[src/rtl/braille_stream_ctrl_pkg.sv]
// Shared types and ASCII classification for the Braille stream controller.
// The controller FSM and the ASCII-to-Braille lookup both use this classification.
package braille_pkg;

  typedef enum logic [2:0] {
    ST_IDLE  = 3'd0,
    ST_PFX   = 3'd1,
    ST_CHAR  = 3'd2,
    ST_DWELL = 3'd3,
    ST_ERR   = 3'd4
  } state_t;

  typedef enum logic [2:0] {
    CLS_BAD   = 3'd0,
    CLS_SPACE = 3'd1,
    CLS_PUNCT = 3'd2,
    CLS_DIGIT = 3'd3,
    CLS_UPPER = 3'd4,
    CLS_LOWER = 3'd5
  } char_class_t;

  localparam logic [7:0] CAP_CELL_DEF = 8'b0010_0000;
  localparam logic [7:0] NUM_CELL_DEF = 8'b0011_1100;

  localparam logic [6:0] ASC_NUL    = 7'h00;
  localparam logic [6:0] ASC_SPACE  = 7'h20;
  localparam logic [6:0] ASC_EXCL   = 7'h21;
  localparam logic [6:0] ASC_COMMA  = 7'h2C;
  localparam logic [6:0] ASC_PERIOD = 7'h2E;
  localparam logic [6:0] ASC_COLON  = 7'h3A;
  localparam logic [6:0] ASC_QUEST  = 7'h3F;
  localparam logic [6:0] ASC_DIG_LO = 7'h30;
  localparam logic [6:0] ASC_DIG_HI = 7'h39;
  localparam logic [6:0] ASC_UP_LO  = 7'h41;
  localparam logic [6:0] ASC_UP_HI  = 7'h5A;
  localparam logic [6:0] ASC_LO_LO  = 7'h61;
  localparam logic [6:0] ASC_LO_HI  = 7'h7A;

  function automatic char_class_t classify(input logic [6:0] c);
    if (c == ASC_NUL || c == ASC_SPACE)                   return CLS_SPACE;
    if (c == ASC_EXCL || c == ASC_COMMA || c == ASC_PERIOD ||
        c == ASC_COLON || c == ASC_QUEST)                 return CLS_PUNCT;
    if (c >= ASC_DIG_LO && c <= ASC_DIG_HI)               return CLS_DIGIT;
    if (c >= ASC_UP_LO && c <= ASC_UP_HI)                 return CLS_UPPER;
    if (c >= ASC_LO_LO && c <= ASC_LO_HI)                 return CLS_LOWER;
    return CLS_BAD;
  endfunction

endpackage

[src/rtl/braille_stream_ctrl_if.sv]
// Host character stream (valid/ready) plus actuator cell stream (valid/ready) and status.
// A transfer happens on a rising clk edge where valid and ready are both high; valid never drops without one.
interface braille_stream_ctrl_if;
  logic                  in_valid;
  logic [6:0]            in_char;
  logic                  in_ready;
  logic                  cell_valid;
  logic [7:0]            cell_data;
  logic                  cell_ready;
  logic                  cell_is_prefix;
  logic                  busy;
  logic                  err_pulse;
  logic [7:0]            err_count;
  braille_pkg::state_t   dbg_state;

  modport slave (
    input  in_valid, in_char, cell_ready,
    output in_ready, cell_valid, cell_data, cell_is_prefix, busy, err_pulse, err_count, dbg_state
  );

  modport master (
    output in_valid, in_char, cell_ready,
    input  in_ready, cell_valid, cell_data, cell_is_prefix, busy, err_pulse, err_count, dbg_state
  );
endinterface

[src/rtl/braille_stream_ctrl_ascii2braile.sv]
// Combinational ASCII-to-Braille lookup: bit k = dot k+1, bit 7 always 0.
// Digits reuse letters a-j ('1'=a ... '9'=i, '0'=j); upper and lower case share a cell.
module ascii2Braile
  import braille_pkg::*;
(
  input  logic [6:0] i_ascii,
  output logic [7:0] o_cell
);

  function automatic logic [7:0] letter_cell(input logic [4:0] idx);
    case (idx)
      5'd0:  return 8'h01;  5'd1:  return 8'h03;  5'd2:  return 8'h09;
      5'd3:  return 8'h19;  5'd4:  return 8'h11;  5'd5:  return 8'h0B;
      5'd6:  return 8'h1B;  5'd7:  return 8'h13;  5'd8:  return 8'h0A;
      5'd9:  return 8'h1A;  5'd10: return 8'h05;  5'd11: return 8'h07;
      5'd12: return 8'h0D;  5'd13: return 8'h1D;  5'd14: return 8'h15;
      5'd15: return 8'h0F;  5'd16: return 8'h1F;  5'd17: return 8'h17;
      5'd18: return 8'h0E;  5'd19: return 8'h1E;  5'd20: return 8'h25;
      5'd21: return 8'h27;  5'd22: return 8'h3A;  5'd23: return 8'h2D;
      5'd24: return 8'h3D;  5'd25: return 8'h35;
      default: return 8'h00;
    endcase
  endfunction

  always_comb begin
    o_cell = 8'h00;
    case (classify(i_ascii))
      CLS_UPPER: o_cell = letter_cell(5'(i_ascii - ASC_UP_LO));
      CLS_LOWER: o_cell = letter_cell(5'(i_ascii - ASC_LO_LO));
      CLS_DIGIT: o_cell = letter_cell((i_ascii == ASC_DIG_LO) ? 5'd9 : 5'(i_ascii - 7'h31));
      CLS_PUNCT: begin
        case (i_ascii)
          ASC_EXCL:   o_cell = 8'h16;
          ASC_COMMA:  o_cell = 8'h02;
          ASC_PERIOD: o_cell = 8'h32;
          ASC_COLON:  o_cell = 8'h12;
          ASC_QUEST:  o_cell = 8'h26;
          default:    o_cell = 8'h00;
        endcase
      end
      default:   o_cell = 8'h00;
    endcase
  end

endmodule

[src/rtl/braille_stream_ctrl.sv]
// Sequences host characters into Braille cells with capital/number prefixes,
// a post-cell actuator dwell, and rejection counting for unsupported characters.
module braille_stream_ctrl
  import braille_pkg::*;
#(
  parameter int unsigned DWELL_CYCLES = 4,
  parameter logic [7:0]  CAP_CELL     = CAP_CELL_DEF,
  parameter logic [7:0]  NUM_CELL     = NUM_CELL_DEF
) (
  input  logic clk,
  input  logic rst_n,
  braille_stream_ctrl_if.slave bus
);

  localparam int unsigned CW        = (DWELL_CYCLES > 1) ? $clog2(DWELL_CYCLES) : 1;
  localparam logic [CW-1:0] DWELL_LOAD = (DWELL_CYCLES == 0) ? '0 : CW'(DWELL_CYCLES - 1);
  localparam bit HAS_DWELL = (DWELL_CYCLES != 0);

  state_t        r_state;
  logic          r_num_mode;
  logic [6:0]    r_char;
  logic [CW-1:0] r_dwell_cnt;
  logic          r_ret_char;
  logic          r_in_ready;
  logic          r_cell_valid;
  logic [7:0]    r_cell_data;
  logic          r_is_prefix;
  logic          r_busy;
  logic          r_err_pulse;
  logic [7:0]    r_err_count;

  logic [6:0]    w_lookup_in;
  logic [7:0]    w_lookup_cell;
  logic [7:0]    w_char_cell;
  char_class_t   w_cls;

  // In IDLE the lookup sees the incoming character so a direct IDLE->CHAR
  // transition can register its cell on the accept edge; elsewhere it sees r_char.
  assign w_lookup_in = (r_state == ST_IDLE) ? bus.in_char : r_char;
  assign w_cls       = classify(w_lookup_in);
  assign w_char_cell = (w_cls == CLS_SPACE) ? 8'h00 : w_lookup_cell;

  ascii2Braile u_lookup (
    .i_ascii (w_lookup_in),
    .o_cell  (w_lookup_cell)
  );

  always_ff @(posedge clk or negedge rst_n) begin
    if (!rst_n) begin
      r_state      <= ST_IDLE;
      r_num_mode   <= 1'b0;
      r_char       <= '0;
      r_dwell_cnt  <= '0;
      r_ret_char   <= 1'b0;
      r_in_ready   <= 1'b0;
      r_cell_valid <= 1'b0;
      r_cell_data  <= '0;
      r_is_prefix  <= 1'b0;
      r_busy       <= 1'b0;
      r_err_pulse  <= 1'b0;
      r_err_count  <= '0;
    end else begin
      r_err_pulse <= 1'b0;
      case (r_state)
        ST_IDLE: begin
          r_in_ready <= 1'b1;
          if (r_in_ready && bus.in_valid) begin
            r_char     <= bus.in_char;
            r_in_ready <= 1'b0;
            r_busy     <= 1'b1;
            if (w_cls == CLS_BAD) begin
              r_state     <= ST_ERR;
              r_err_pulse <= 1'b1;
              if (r_err_count != 8'hFF) r_err_count <= r_err_count + 8'd1;
            end else if (w_cls == CLS_UPPER || (w_cls == CLS_DIGIT && !r_num_mode)) begin
              r_state      <= ST_PFX;
              r_cell_valid <= 1'b1;
              r_cell_data  <= (w_cls == CLS_UPPER) ? CAP_CELL : NUM_CELL;
              r_is_prefix  <= 1'b1;
            end else begin
              r_state      <= ST_CHAR;
              r_cell_valid <= 1'b1;
              r_cell_data  <= w_char_cell;
              r_is_prefix  <= 1'b0;
            end
          end
        end
        ST_PFX: begin
          if (bus.cell_ready) begin
            if (HAS_DWELL) begin
              r_state      <= ST_DWELL;
              r_cell_valid <= 1'b0;
              r_dwell_cnt  <= DWELL_LOAD;
              r_ret_char   <= 1'b1;
            end else begin
              r_state      <= ST_CHAR;
              r_cell_data  <= w_char_cell;
              r_is_prefix  <= 1'b0;
            end
          end
        end
        ST_CHAR: begin
          if (bus.cell_ready) begin
            r_num_mode   <= (w_cls == CLS_DIGIT);
            r_cell_valid <= 1'b0;
            if (HAS_DWELL) begin
              r_state     <= ST_DWELL;
              r_dwell_cnt <= DWELL_LOAD;
              r_ret_char  <= 1'b0;
            end else begin
              r_state    <= ST_IDLE;
              r_in_ready <= 1'b1;
              r_busy     <= 1'b0;
            end
          end
        end
        ST_DWELL: begin
          if (r_dwell_cnt == '0) begin
            if (r_ret_char) begin
              r_state      <= ST_CHAR;
              r_cell_valid <= 1'b1;
              r_cell_data  <= w_char_cell;
              r_is_prefix  <= 1'b0;
            end else begin
              r_state    <= ST_IDLE;
              r_in_ready <= 1'b1;
              r_busy     <= 1'b0;
            end
          end else begin
            r_dwell_cnt <= r_dwell_cnt - CW'(1);
          end
        end
        ST_ERR: begin
          r_state    <= ST_IDLE;
          r_in_ready <= 1'b1;
          r_busy     <= 1'b0;
        end
        default: begin
          r_state    <= ST_IDLE;
          r_in_ready <= 1'b1;
          r_busy     <= 1'b0;
        end
      endcase
    end
  end

  assign bus.in_ready       = r_in_ready;
  assign bus.cell_valid     = r_cell_valid;
  assign bus.cell_data      = r_cell_data;
  assign bus.cell_is_prefix = r_is_prefix;
  assign bus.busy           = r_busy;
  assign bus.err_pulse      = r_err_pulse;
  assign bus.err_count      = r_err_count;
  assign bus.dbg_state      = r_state;

endmodule
[src/flat_wrapper.sv]
// flat-port wrapper written by rule: the top's interface ports become plain ports
module braille_stream_ctrl_flat import braille_pkg::*;
#(
  parameter int unsigned DWELL_CYCLES = 4,
  parameter logic [7:0]  CAP_CELL     = CAP_CELL_DEF,
  parameter logic [7:0]  NUM_CELL     = NUM_CELL_DEF
)
  (clk, rst_n, bus_in_valid, bus_in_char, bus_cell_ready, bus_in_ready, bus_cell_valid, bus_cell_data, bus_cell_is_prefix, bus_busy, bus_err_pulse, bus_err_count, bus_dbg_state);
  braille_stream_ctrl_if bus_i ();
  input  logic clk;
  input  logic rst_n;
  input wire logic [$bits(bus_i.in_valid)-1:0] bus_in_valid;
  input wire logic [$bits(bus_i.in_char)-1:0] bus_in_char;
  input wire logic [$bits(bus_i.cell_ready)-1:0] bus_cell_ready;
  output wire logic [$bits(bus_i.in_ready)-1:0] bus_in_ready;
  output wire logic [$bits(bus_i.cell_valid)-1:0] bus_cell_valid;
  output wire logic [$bits(bus_i.cell_data)-1:0] bus_cell_data;
  output wire logic [$bits(bus_i.cell_is_prefix)-1:0] bus_cell_is_prefix;
  output wire logic [$bits(bus_i.busy)-1:0] bus_busy;
  output wire logic [$bits(bus_i.err_pulse)-1:0] bus_err_pulse;
  output wire logic [$bits(bus_i.err_count)-1:0] bus_err_count;
  output wire logic [$bits(bus_i.dbg_state)-1:0] bus_dbg_state;
  assign bus_i.in_valid = bus_in_valid;
  assign bus_i.in_char = bus_in_char;
  assign bus_i.cell_ready = bus_cell_ready;
  assign bus_in_ready = bus_i.in_ready;
  assign bus_cell_valid = bus_i.cell_valid;
  assign bus_cell_data = bus_i.cell_data;
  assign bus_cell_is_prefix = bus_i.cell_is_prefix;
  assign bus_busy = bus_i.busy;
  assign bus_err_pulse = bus_i.err_pulse;
  assign bus_err_count = bus_i.err_count;
  assign bus_dbg_state = bus_i.dbg_state;
  braille_stream_ctrl #(.DWELL_CYCLES(DWELL_CYCLES), .CAP_CELL(CAP_CELL), .NUM_CELL(NUM_CELL)) u_core (.clk(clk), .rst_n(rst_n), .bus(bus_i));
endmodule
[config.mk]
export PLATFORM = sky130hd
export DESIGN_NAME = braille_stream_ctrl_flat
export DESIGN_NICKNAME = d
export VERILOG_FILES = /design/src/rtl/braille_stream_ctrl_pkg.sv /design/src/rtl/braille_stream_ctrl_if.sv /design/src/rtl/braille_stream_ctrl_ascii2braile.sv /design/src/rtl/braille_stream_ctrl.sv /design/src/flat_wrapper.sv
export SDC_FILE = /design/constraint.sdc
export NUM_CORES = 1
export LEC_CHECK = 0
export CAP_MARGIN = 5
export CORE_ASPECT_RATIO = 0.9
export CORE_MARGIN = 5
export CORE_UTILIZATION = 50
export CTS_CLUSTER_SIZE = 28
export DETAILED_ROUTE_END_ITERATION = 8
export PLACE_DENSITY = 0.8
export SLEW_MARGIN = 10
export SYNTH_ARGS = -nofsm -noshare
export SYNTH_HDL_FRONTEND = slang
export SYNTH_SLANG_ARGS = --single-unit
export TNS_END_PERCENT = 100
[constraint.sdc]
create_clock -name clk -period 5.9 [get_ports clk]
set_clock_uncertainty 0.05 [all_clocks]
set_input_delay 0.885 -clock clk [delete_from_list [all_inputs] [get_ports clk]]
set_output_delay 0.885 -clock clk [all_outputs]
set_load 0.005 [all_outputs]
---- After elaboration in Yosys (flattened, before gate mapping) ----
Memory sizes are Yosys's and may differ from the RTL's.
Cells that the tools add are included.
cells by class
  add/sub/neg operators ................... 5
  order comparisons ....................... 6
  equal/unequal tests ..................... 25
  mux-type cells .......................... 72
  bitwise gates (word level) .............. 1
  reductions and logical operators ........ 31
operators with widths
  kind                 count
  $eq 7x6->1 const B   7
  $mux 8               6
  $mux 3               14
  $mux 1               35
  $pmux 8 s4           1
  $pmux 6 s5           1
  $pmux 8 s2           1
  $ge 7x7->1 const B   2
  $le 7x7->1 const B   2
  $eq 3x2->1 const B   4
  $ne 2x2->1 const B   6
  $reduce_and 3->1     4
  $mux 5               2
  $sub 5x1->5 const B  2
  $pmux 1 s3           3
  $pmux 3 s3           1
  $add 8x1->8 const B  1
  $mux 2               4
  $ne 8x8->1 const B   1
  $reduce_and 4->1     2
  $ge 7x6->1 const B   1
  $le 7x6->1 const B   1
  $logic_not 7->1      1
  $mux 7               1
  19 further kinds     37
storage, ports and cells
  register bits after elaboration ......... 35
  memory bits (read-only) ................. 576
  bits of input ports ..................... 11
  output and inout port bits .............. 24
  word-level logic and storage cells ...... 155
  memories ................................ 3
memories
  name             words  width  read ports  clocked after Yosys merged registers in  wr ports  RTL line                                text
  (no name shown)  32     6      1           0                                        0         braille_stream_ctrl_ascii2braile.sv:11  case (idx)
  (no name shown)  32     6      1           0                                        0         braille_stream_ctrl_ascii2braile.sv:11
  (no name shown)  32     6      1           0                                        0         braille_stream_ctrl_ascii2braile.sv:11

---- Depth between registers and ports, before layout ----
Gate-level depths: netlist of the first run.
  word-level depth ........................ 30
  depth in mapped cells ................... 16
  depth with buffers taken out ............ 11

---- Hierarchy ----
A second synthesis of the first run with hierarchy kept.
unflattened totals
  cells, all modules ...................... 357
  area total of the unflattened synthesis .. 3083.0 um^2
modules (own cells, without submodules)
  module               times used  cells an instance  area each (um^2)  seq. area each (um^2)
  braille_stream_ctrl  1           214                2077.0            875.8
  ascii2Braile         1           143                1006.0            0.0

---- Worst setup path before layout of the first run ----
Ideal clock, no wire load.
  path type ............................... register to register
  from .................................... register u_core.r_state[2], in the netlist u_core.bus.dbg_state[2]
  to ...................................... register u_core.r_err_count[1], in the netlist u_core.bus.err_count[1]
  library setup time ...................... 0.125 ns
  data arrival time ....................... 3.480 ns
  required time ........................... 5.725 ns
  slack ................................... 2.245 ns
  stages on the path, launching flop included .. 12
  buffers on the path ..................... 1
  period minus slack after synthesis ...... 3.655 ns
  path through ............................ dfrtp_1 -> clkbuf_1 -> o31ai_1 -> a21boi_0 -> inv_1 -> ha_1 -> or3_1 -> a31oi_4 -> o211ai_4 -> nor4_4 -> nand2_4 -> mux2_4
on the way
  word-level cells in the longest chain between the ends .. 18
RTL lines
  element                                              RTL line                                              text
  start, declared                                      braille_stream_ctrl.sv:19                             state_t r_state;
  start signal, assigned                               braille_stream_ctrl.sv:50                             r_state <= ST_IDLE;
  start signal, assigned                               braille_stream_ctrl.sv:72                             r_state <= ST_ERR;
  start signal, assigned                               braille_stream_ctrl.sv:76                             r_state <= ST_PFX;
  $logic_not 3->1 (*)                                  braille_stream_ctrl.sv:39, braille_stream_ctrl.sv:64
  branches (longest 16 deep; another with $ge 7x7->1)  -
  $reduce_and 4->1 (no line) (*)                       -
  end signal, assigned                                 braille_stream_ctrl.sv:74                             if (r_err_count != 8'hFF) r_err_count <= r_err_count + 8'd1;
  end, declared                                        braille_stream_ctrl.sv:30                             logic [7:0] r_err_count;
Every way passes the cells marked *. The select of a mux whose other input is x is not followed.
A chain may end at the register's enable or synchronous reset.

---- Final worst setup path of the first run ----
  from .................................... input bus_in_char[1]
  to ...................................... register u_core.r_cell_data[2], in the netlist u_core.bus.cell_data[2]
on the way
  word-level cells in the longest chain between the ends .. 22
RTL lines
  element                                              RTL line                   text
  start, declared                                      flat_wrapper.sv:13         input wire logic [$bits(bus_i.in_char)-1:0] bus_in_char;
  $mux 7 (*)                                           braille_stream_ctrl.sv:39  assign w_lookup_in = (r_state == ST_IDLE) ? bus.in_char : r_char;
  branches (longest 21 deep; another with $ge 7x7->1)  -
  end signal, assigned                                 braille_stream_ctrl.sv:78  r_cell_data <= (w_cls == CLS_UPPER) ? CAP_CELL : NUM_CELL;
  end signal, assigned                                 braille_stream_ctrl.sv:83  r_cell_data <= w_char_cell;
  end signal, assigned                                 braille_stream_ctrl.sv:97  r_cell_data <= w_char_cell;
  end, declared                                        braille_stream_ctrl.sv:26  logic [7:0] r_cell_data;
Marked as above.

==> results.py, run 1 <==
metrics = {
    "cts": {
        "cts_setup_buffers": 0,
        "clockRootBuffer": "clkbuf_8",
        "cts_buffer_depth": 2,
        "htreeDepth": 2,
        "postCtsHoldBufs": 0,
        "cts_resized": 0,
        "cts_tree": "yes",
        "cts.sinks": 33,
        "clock_latency_ps": 290,
        "tritoncts.num_buffers": 5,
        "path_clk_slew_ps": 70,
    },
    "timing": {
        "fin_ws_ps": 1260,
        "max_freq_ghz": 0.216,
        "hold_slack_ps": 445,
        "finalHoldViolations": 0,
        "maxSlewViolCount": 0,
        "max_slew.worst_pin.slew_ps": 1040,
        "rsz0062_at_grt": "false",
        "tns_ps": 0,
        "setup_viol": 0,
        "min_period_over_period_pct": 78.6,
        "period_needed_ps": 4640,
        "slew_headroom_pct": 30.6,
    },
    "worst_setup_path": {
        "critPathBufInv": 2,
        "worstPathMaxFanout": 11,
        "ff2ff_path_depth": 11,
        "cp-end-kind": "register",
        "worstSetupStartpointType": "input port",
        "critical_path_arrival_ps": 4730,
        "cp_top_family": "compound AO/OA/AOI/OAI gates",
        "r2r-end": "u_core.bus.cell_data[2]$_DFFE_PN0P_",
        "crit_chain": "clkdlybuf4s50_1, a21boi_0, inv_1, ha_1, nand2b_1, nor4_1, a31oi_1, o2111ai_1, o32a_1, o221ai_1, o221ai_1",
        "slowest_stage": "a21boi_0",
        "crit_top_cell": "o221ai_1",
        "r2r-start": "u_core.bus.dbg_state[1]$_DFFE_PN0P_",
        "cpPeakStageDelay_ps": 620,
        "path_class": "in -> reg",
        "reg2reg_slack_ps": 1300,
        "required_ps": 6000,
    },
    "placement": {
        "place_inst": 496,
        "io_buffers": 32,
        "place_ws_ps": 1050,
        "place.gp.congestion": 0.965,
        "dp_hpwl_um": 6530,
    },
    "yosys": {
        "synth_edf_count": 0,
        "yosys_register_bits": 33,
        "synth_cells": 399,
        "synth_warnings": 0,
        "syn_area_sq_um": 3270,
        "synth_cell_types": 74,
        "synth.avg_cell_area_sq_um": 8.19,
        "synth-async-reset-ratio_pct": 100,
        "ys.flop_type": "dfrtp_1",
        "yosysSeqAreaShare_pct": 25.3,
    },
    "status": {
        "run_status": "complete, no violations",
    },
    "final_layout": {
        "antennaDiodeCount": 0,
        "drive_above_1_share_pct": 9.18,
        "fin_cells": 504,
        "area_growth_pct": 12.1,
        "final_net_count": 434,
    },
    "drt": {
        "drt-vias-per-instance": 6.51,
        "num_vias": 3281,
        "ant_nets": 0,
        "dr.first_iter.drc_count": 336,
        "wire_per_inst_um": 17.9,
        "drc": 0,
        "drt_pass1_iterations": 5,
        "drt-total-wl_um": 9040,
    },
    "floorplanning": {
        "core_sq_um": 6480,
        "initial_core_util_pct": 50.4,
        "die_area_sq_um": 8260,
        "die_y_um": 86.7,
        "die-width_um": 95.2,
        "core.rowCount": 28,
        "ioPinCount": 35,
    },
    "hold_path": {
        "holdPathStages": 1,
        "min_path_type": "reg -> reg",
        "hp-start": "u_core.bus.err_count[4]$_DFFE_PN0P_",
        "min_to": "u_core.bus.err_count[4]$_DFFE_PN0P_",
    },
    "global_routing": {
        "grt_usage_pct": 23.0,
        "grt_pass1_vias": 3067,
        "grt_overflow_total": 0,
        "grt_pass1_wl_um": 15300,
        "antenna_found_initial": 0,
        "grt_max_degree": 34,
    },
    "run": {
        "maxCapViolations": 0,
    },
    "pwr": {
        "cellPowerDensity_nw_per_um2": 636,
        "leakage_nw": 1.40,
        "ir_drop_mv": 0.326,
    },
}
[cells in the final DEF, fill, tap and decap left out, types with 5 or more instances in the layout]
cell	Yosys	final
ha_1	10	10
o22ai_1	5	5
nor4_1	6	6
nand2b_1	6	6
inv_1	16	16
a32oi_1	6	6
nor3_1	9	9
nand2_1	43	43
clkbuf_8	0	5
nor2_1	19	19
mux2_2	7	7
a31oi_1	7	7
a21boi_0	5	5
nand3_1	24	24
clkdlybuf4s50_1	0	32
or3_1	10	10
xnor2_1	11	11
mux2i_1	6	6
o31ai_1	5	5
o21ai_0	15	15
nor2b_1	7	7
nand3b_1	6	6
a21oi_1	20	20
dfrtp_1	33	33
[cell families after synthesis]
logic type | count (synthesis) | share of synthesized area, %
and+or+nand+nor | 158 | 26.5
AOI/OAI and AO/OA | 123 | 28.8
buffers and inverters | 46 | 6.70
DFF | 33 | 25.3
xor gates and xnor gates | 14 | 4.17
muxes | 14 | 4.71
adders and majority gates | 10 | 3.83
other | 1 | 0.115
[stage by stage]
stage / area, sq um / total power [mW] / utilization, %
4_1_cts: 3660 / 2.29 / 56.5
3_5_place_dp: 3580 / 2.10 / 55.2
2_1_floorplan: 3270 / 1.71 / -
6_report: 3660 / 2.33 / 56.5
3_3_place_gp: 3580 / 2.09 / 55.2
5_1_grt: 3660 / 2.52 / 56.5
[registers in the layout, summed over array words and instances, names as in the netlist]
| name | count |
|---|---|
| u_core.bus.in_ready | 1 |
| u_core.r_char | 7 |
| u_core.bus.err_count | 8 |
| u_core.r_ret_char | 1 |
| u_core.bus.busy | 1 |
| u_core.bus.cell_is_prefix | 1 |
| u_core.bus.cell_valid | 1 |
| u_core.r_num_mode | 1 |
| u_core.bus.dbg_state | 3 |
| u_core.r_dwell_cnt | 2 |
| u_core.bus.cell_data | 6 |
| u_core.bus.err_pulse | 1 |
[worst max-delay path by stage]
stage,depth (start not counted),start,slack (ps),end
floorplan,11,u_core.bus.dbg_state[2]$_DFFE_PN0P_,2250,u_core.bus.err_count[1]$_DFFE_PN0P_
global placement,11,bus_in_char[1],1220,u_core.bus.cell_data[4]$_DFFE_PN0P_
detailed placement,11,bus_in_char[1],1050,u_core.bus.cell_data[2]$_DFFE_PN0P_
CTS,11,bus_in_char[1],1340,u_core.bus.cell_data[2]$_DFFE_PN0P_
global route,11,u_core.bus.dbg_state[0]$_DFFE_PN0P_,940,u_core.bus.cell_data[4]$_DFFE_PN0P_
finish,11,bus_in_char[1],1260,u_core.bus.cell_data[2]$_DFFE_PN0P_
[final cells by class]
class | count | area [sq um]
clock buffers | 5 | 68.8
clock inverters | 3 | 17.5
fillers | 586 | 2820
inverters | 16 | 60.1
multi-input cells | 321 | 2230
flip-flops and latches | 33 | 826
well taps | 90 | 113
repair buffers | 36 | 350
[synthesized netlist by cell type, types with 4 or more instances]
library cell | instances | area share, %
a211o_1 | 4 | 1.1
a21boi_0 | 5 | 1.1
a21oi_1 | 20 | 3.1
a31oi_1 | 7 | 1.3
a32oi_1 | 6 | 1.6
and3_1 | 4 | 0.77
buf_4 | 5 | 1.1
clkbuf_1 | 16 | 1.8
dfrtp_1 | 33 | 25
ha_1 | 10 | 3.8
inv_1 | 16 | 1.8
mux2_2 | 7 | 2.4
mux2i_1 | 6 | 1.8
nand2_1 | 43 | 4.9
nand2b_1 | 6 | 1.1
nand3_1 | 24 | 3.7
nand3b_1 | 6 | 1.4
nor2_1 | 19 | 2.2
nor2b_1 | 7 | 1.3
nor3_1 | 9 | 1.4
nor4_1 | 6 | 1.1
o2111ai_1 | 4 | 1.1
o211ai_1 | 4 | 0.92
o21a_1 | 4 | 0.92
o21ai_0 | 15 | 2.3
o221ai_1 | 4 | 1.1
o22ai_1 | 5 | 0.96
o311ai_0 | 4 | 1.1
o31ai_1 | 5 | 1.1
or3_1 | 10 | 1.9
xnor2_1 | 11 | 2.9
[metal layers]
| layer | vias up | GRT usage [%] | wire [um] |
|---|---|---|---|
| li1 | 1543 | - | - |
| met1 | 1555 | 33.4 | 4000 |
| met2 | 166 | 34.0 | 4150 |
| met3 | 17 | 3.21 | 697 |
| met4 | 0 | 9.57 | 197 |
| met5 | - | 0 | 0 |
[power breakdown]
| group | leakage [nW] | total [mW] | switching [mW] | internal [mW] |
|---|---|---|---|---|
| logic | 0.935 | 1.70 | 0.977 | 0.722 |
| clock network | 0.0439 | 0.170 | 0.0888 | 0.0814 |
| registers | 0.418 | 0.462 | 0.153 | 0.309 |
[worst register-to-register path: stages (launching register included)]
cell,delay [ps]
dfrtp_1,640
o31ai_1,400
a21boi_0,640
inv_1,320
ha_1,350
nand2b_1,90
nor4_1,50
a31oi_1,230
o2111ai_1,510
o32a_1,610
o221ai_1,390
o221ai_1,180
Note: power is estimated with default switching activity, not from simulation.
==> run 2, diff against run 1 <==
--- a/config.mk
+++ b/config.mk
@@ -11,7 +11,7 @@
 export CORE_UTILIZATION = 50
 export CTS_CLUSTER_SIZE = 28
 export DETAILED_ROUTE_END_ITERATION = 8
-export PLACE_DENSITY = 0.8
+export PLACE_DENSITY = 0.83
 export SLEW_MARGIN = 10
 export SYNTH_ARGS = -nofsm -noshare
 export SYNTH_HDL_FRONTEND = slang
==> constraint.sdc (replaced) <==
create_clock -name clk -period 3.75 [get_ports clk]
set_clock_uncertainty 0.05 [all_clocks]
set_input_delay 0.5625 -clock clk [delete_from_list [all_inputs] [get_ports clk]]
set_output_delay 0.5625 -clock clk [all_outputs]
set_load 0.005 [all_outputs]
==> results.py, run 2 (synthesis gave the netlist of run 1 again) <==
metrics = {
    "status": {
        "run_status": "complete, no violations",
    },
    "cts": {
        "clockRootBuffer": "clkbuf_8",
        "postCtsHoldBufs": 0,
        "htreeDepth": 2,
        "tritoncts.num_buffers": 5,
        "cts_tree": "yes",
        "cts.sinks": 33,
        "path_clk_slew_ps": 70,
        "clock_latency_ps": 290,
        "cts_buffer_depth": 2,
    },
    "worst_setup_path": {
        "required_ps": 3870,
        "reg2reg_slack_ps": 210,
        "crit_top_cell": "buf_4",
        "worstPathMaxFanout": 8,
        "crit_chain": "o31ai_1, a21boi_0, buf_4, inv_1, ha_1, or3_1, a31oi_4, o211ai_4, nor4_4, buf_4, nand2_4, mux2_4",
        "worstSetupStartpointType": "register",
        "slowest_stage": "dfrtp_1",
        "crit_cells": 12,
        "r2r-end": "u_core.bus.err_count[1]$_DFFE_PN0P_",
        "ff2ff_path_depth": 12,
        "r2r-start": "u_core.bus.dbg_state[0]$_DFFE_PN0P_",
        "cp_top_family": "compound AO/OA/AOI/OAI gates",
        "cpPeakStageDelay_ps": 450,
        "path_class": "reg -> reg",
        "critPathBufInv": 3,
        "critical_path_arrival_ps": 3660,
        "cp-end-kind": "register",
    },
    "drt": {
        "drt-total-wl_um": 9700,
        "ant_nets": 0,
        "drt-vias-per-instance": 6.49,
        "dr.first_iter.drc_count": 310,
        "num_vias": 3416,
        "drc": 0,
        "wire_per_inst_um": 18.4,
        "drt_pass1_iterations": 5,
    },
    "floorplanning": {
        "ioPinCount": 35,
        "initial_core_util_pct": 50.4,
        "core_sq_um": 6480,
        "die_area_sq_um": 8260,
        "die-width_um": 95.2,
        "die_y_um": 86.7,
        "core.rowCount": 28,
    },
    "global_routing": {
        "grt_max_degree": 34,
        "grt_usage_pct": 24.3,
        "grt_pass1_wl_um": 16000,
        "grt_pass1_vias": 3344,
        "antenna_found_initial": 0,
        "grt_overflow_total": 0,
    },
    "timing": {
        "setup_viol": 0,
        "tns_ps": 0,
        "slew_headroom_pct": 58.3,
        "finalHoldViolations": 0,
        "max_freq_ghz": 0.282,
        "max_slew.worst_pin.slew_ps": 621,
        "maxSlewViolCount": 0,
        "period_needed_ps": 3540,
        "rsz0062_at_grt": "false",
        "min_period_over_period_pct": 94.5,
    },
    "pwr": {
        "power_mw": 3.89,
        "leakage_nw": 1.50,
        "ir_drop_mv": 0.524,
        "cellPowerDensity_nw_per_um2": 1020,
    },
    "placement": {
        "dp_hpwl_um": 7130,
        "place.gp.congestion": 0.949,
        "io_buffers": 32,
    },
    "hold_path": {
        "holdPathStages": 1,
        "min_to": "u_core.bus.err_count[4]$_DFFE_PN0P_",
        "hp-start": "u_core.bus.err_count[4]$_DFFE_PN0P_",
        "min_path_type": "reg -> reg",
    },
    "final_layout": {
        "final_net_count": 456,
        "largest_reg_flops": 8,
        "antennaDiodeCount": 0,
        "drive_above_1_share_pct": 14.0,
        "final_cell_mix": "nand2_1 (43), dfrtp_1 (33), clkdlybuf4s50_1 (32), buf_4 (26), nand3_1 (24)",
        "final_common_cell": "nand2_1",
        "area_growth_pct": 17.3,
        "fill_cells": 591,
    },
    "run": {
        "maxCapViolations": 0,
    },
}
[run 2: cell count changes in the layout (fill, tap and decap cells not counted)]
cell / before / now
buf_4: 4 / 26
o21ai_1: 0 / 1
o21ai_0: 15 / 14
o221ai_1: 4 / 3
o221ai_2: 0 / 1
[run 2: cell type report]
cell class	instances	area [sq um]	share of cell area (%)
multi-input cells	321	2230	58.3
repair buffers	58	515	13.4
clock inverters	3	17.5	0.457
flip-flops and latches	33	826	21.5
clock buffers	5	68.8	1.80
inverters	16	60.1	1.57
well taps	90	113	2.94
[run 2: timing repair]
item | in CTS | in global routing
endpoints found under the hold margin | 0 | 0
endpoints found under the setup margin | 0 | 7
buffers inserted | 0 | 2
resized for setup | 0 | 2
[run 2: worst max-delay path by stage]
stage                                        start                                  end
2_1_floorplan  u_core.bus.dbg_state[2]$_DFFE_PN0P_  u_core.bus.err_count[1]$_DFFE_PN0P_
3_3_place_gp                        bus_in_char[1]  u_core.bus.err_count[1]$_DFFE_PN0P_
3_5_place_dp                        bus_in_char[1]  u_core.bus.err_count[1]$_DFFE_PN0P_
4_1_cts        u_core.bus.dbg_state[0]$_DFFE_PN0P_  u_core.bus.err_count[1]$_DFFE_PN0P_
5_1_grt        u_core.bus.dbg_state[0]$_DFFE_PN0P_  u_core.bus.err_count[1]$_DFFE_PN0P_
6_report       u_core.bus.dbg_state[0]$_DFFE_PN0P_  u_core.bus.err_count[1]$_DFFE_PN0P_
[run 2: metal layers]
metal | global-route usage (%) | wire length [um] | vias up | share of wire (%)
met5 | 0 | 0 | - | 0
met3 | 3.47 | 751 | 43 | 7.7
met4 | 11.5 | 336 | 0 | 3.5
met2 | 38.3 | 4470 | 203 | 46
met1 | 32.7 | 4140 | 1596 | 43
li1 | - | - | 1574 | -
[run 2: power by group]
part,internal (mW),switching (mW),total (mW)
sequential,0.488,0.162,0.650
clock,0.128,0.144,0.272
combinational,1.28,1.69,2.97
total,1.90,2.00,3.89
[run 2: through the flow]
stage	utilization, %	cell area, sq um	hold WS (ps)	instances	worst slack, ps
detailed placement	57.5	3730	433	516	106
floorplan	-	3270	217	400	95.2
finish	59.2	3830	444	526	207
CTS	58.8	3810	451	524	195
global route	59.2	3830	465	526	38.9
global placement	57.5	3730	429	516	172
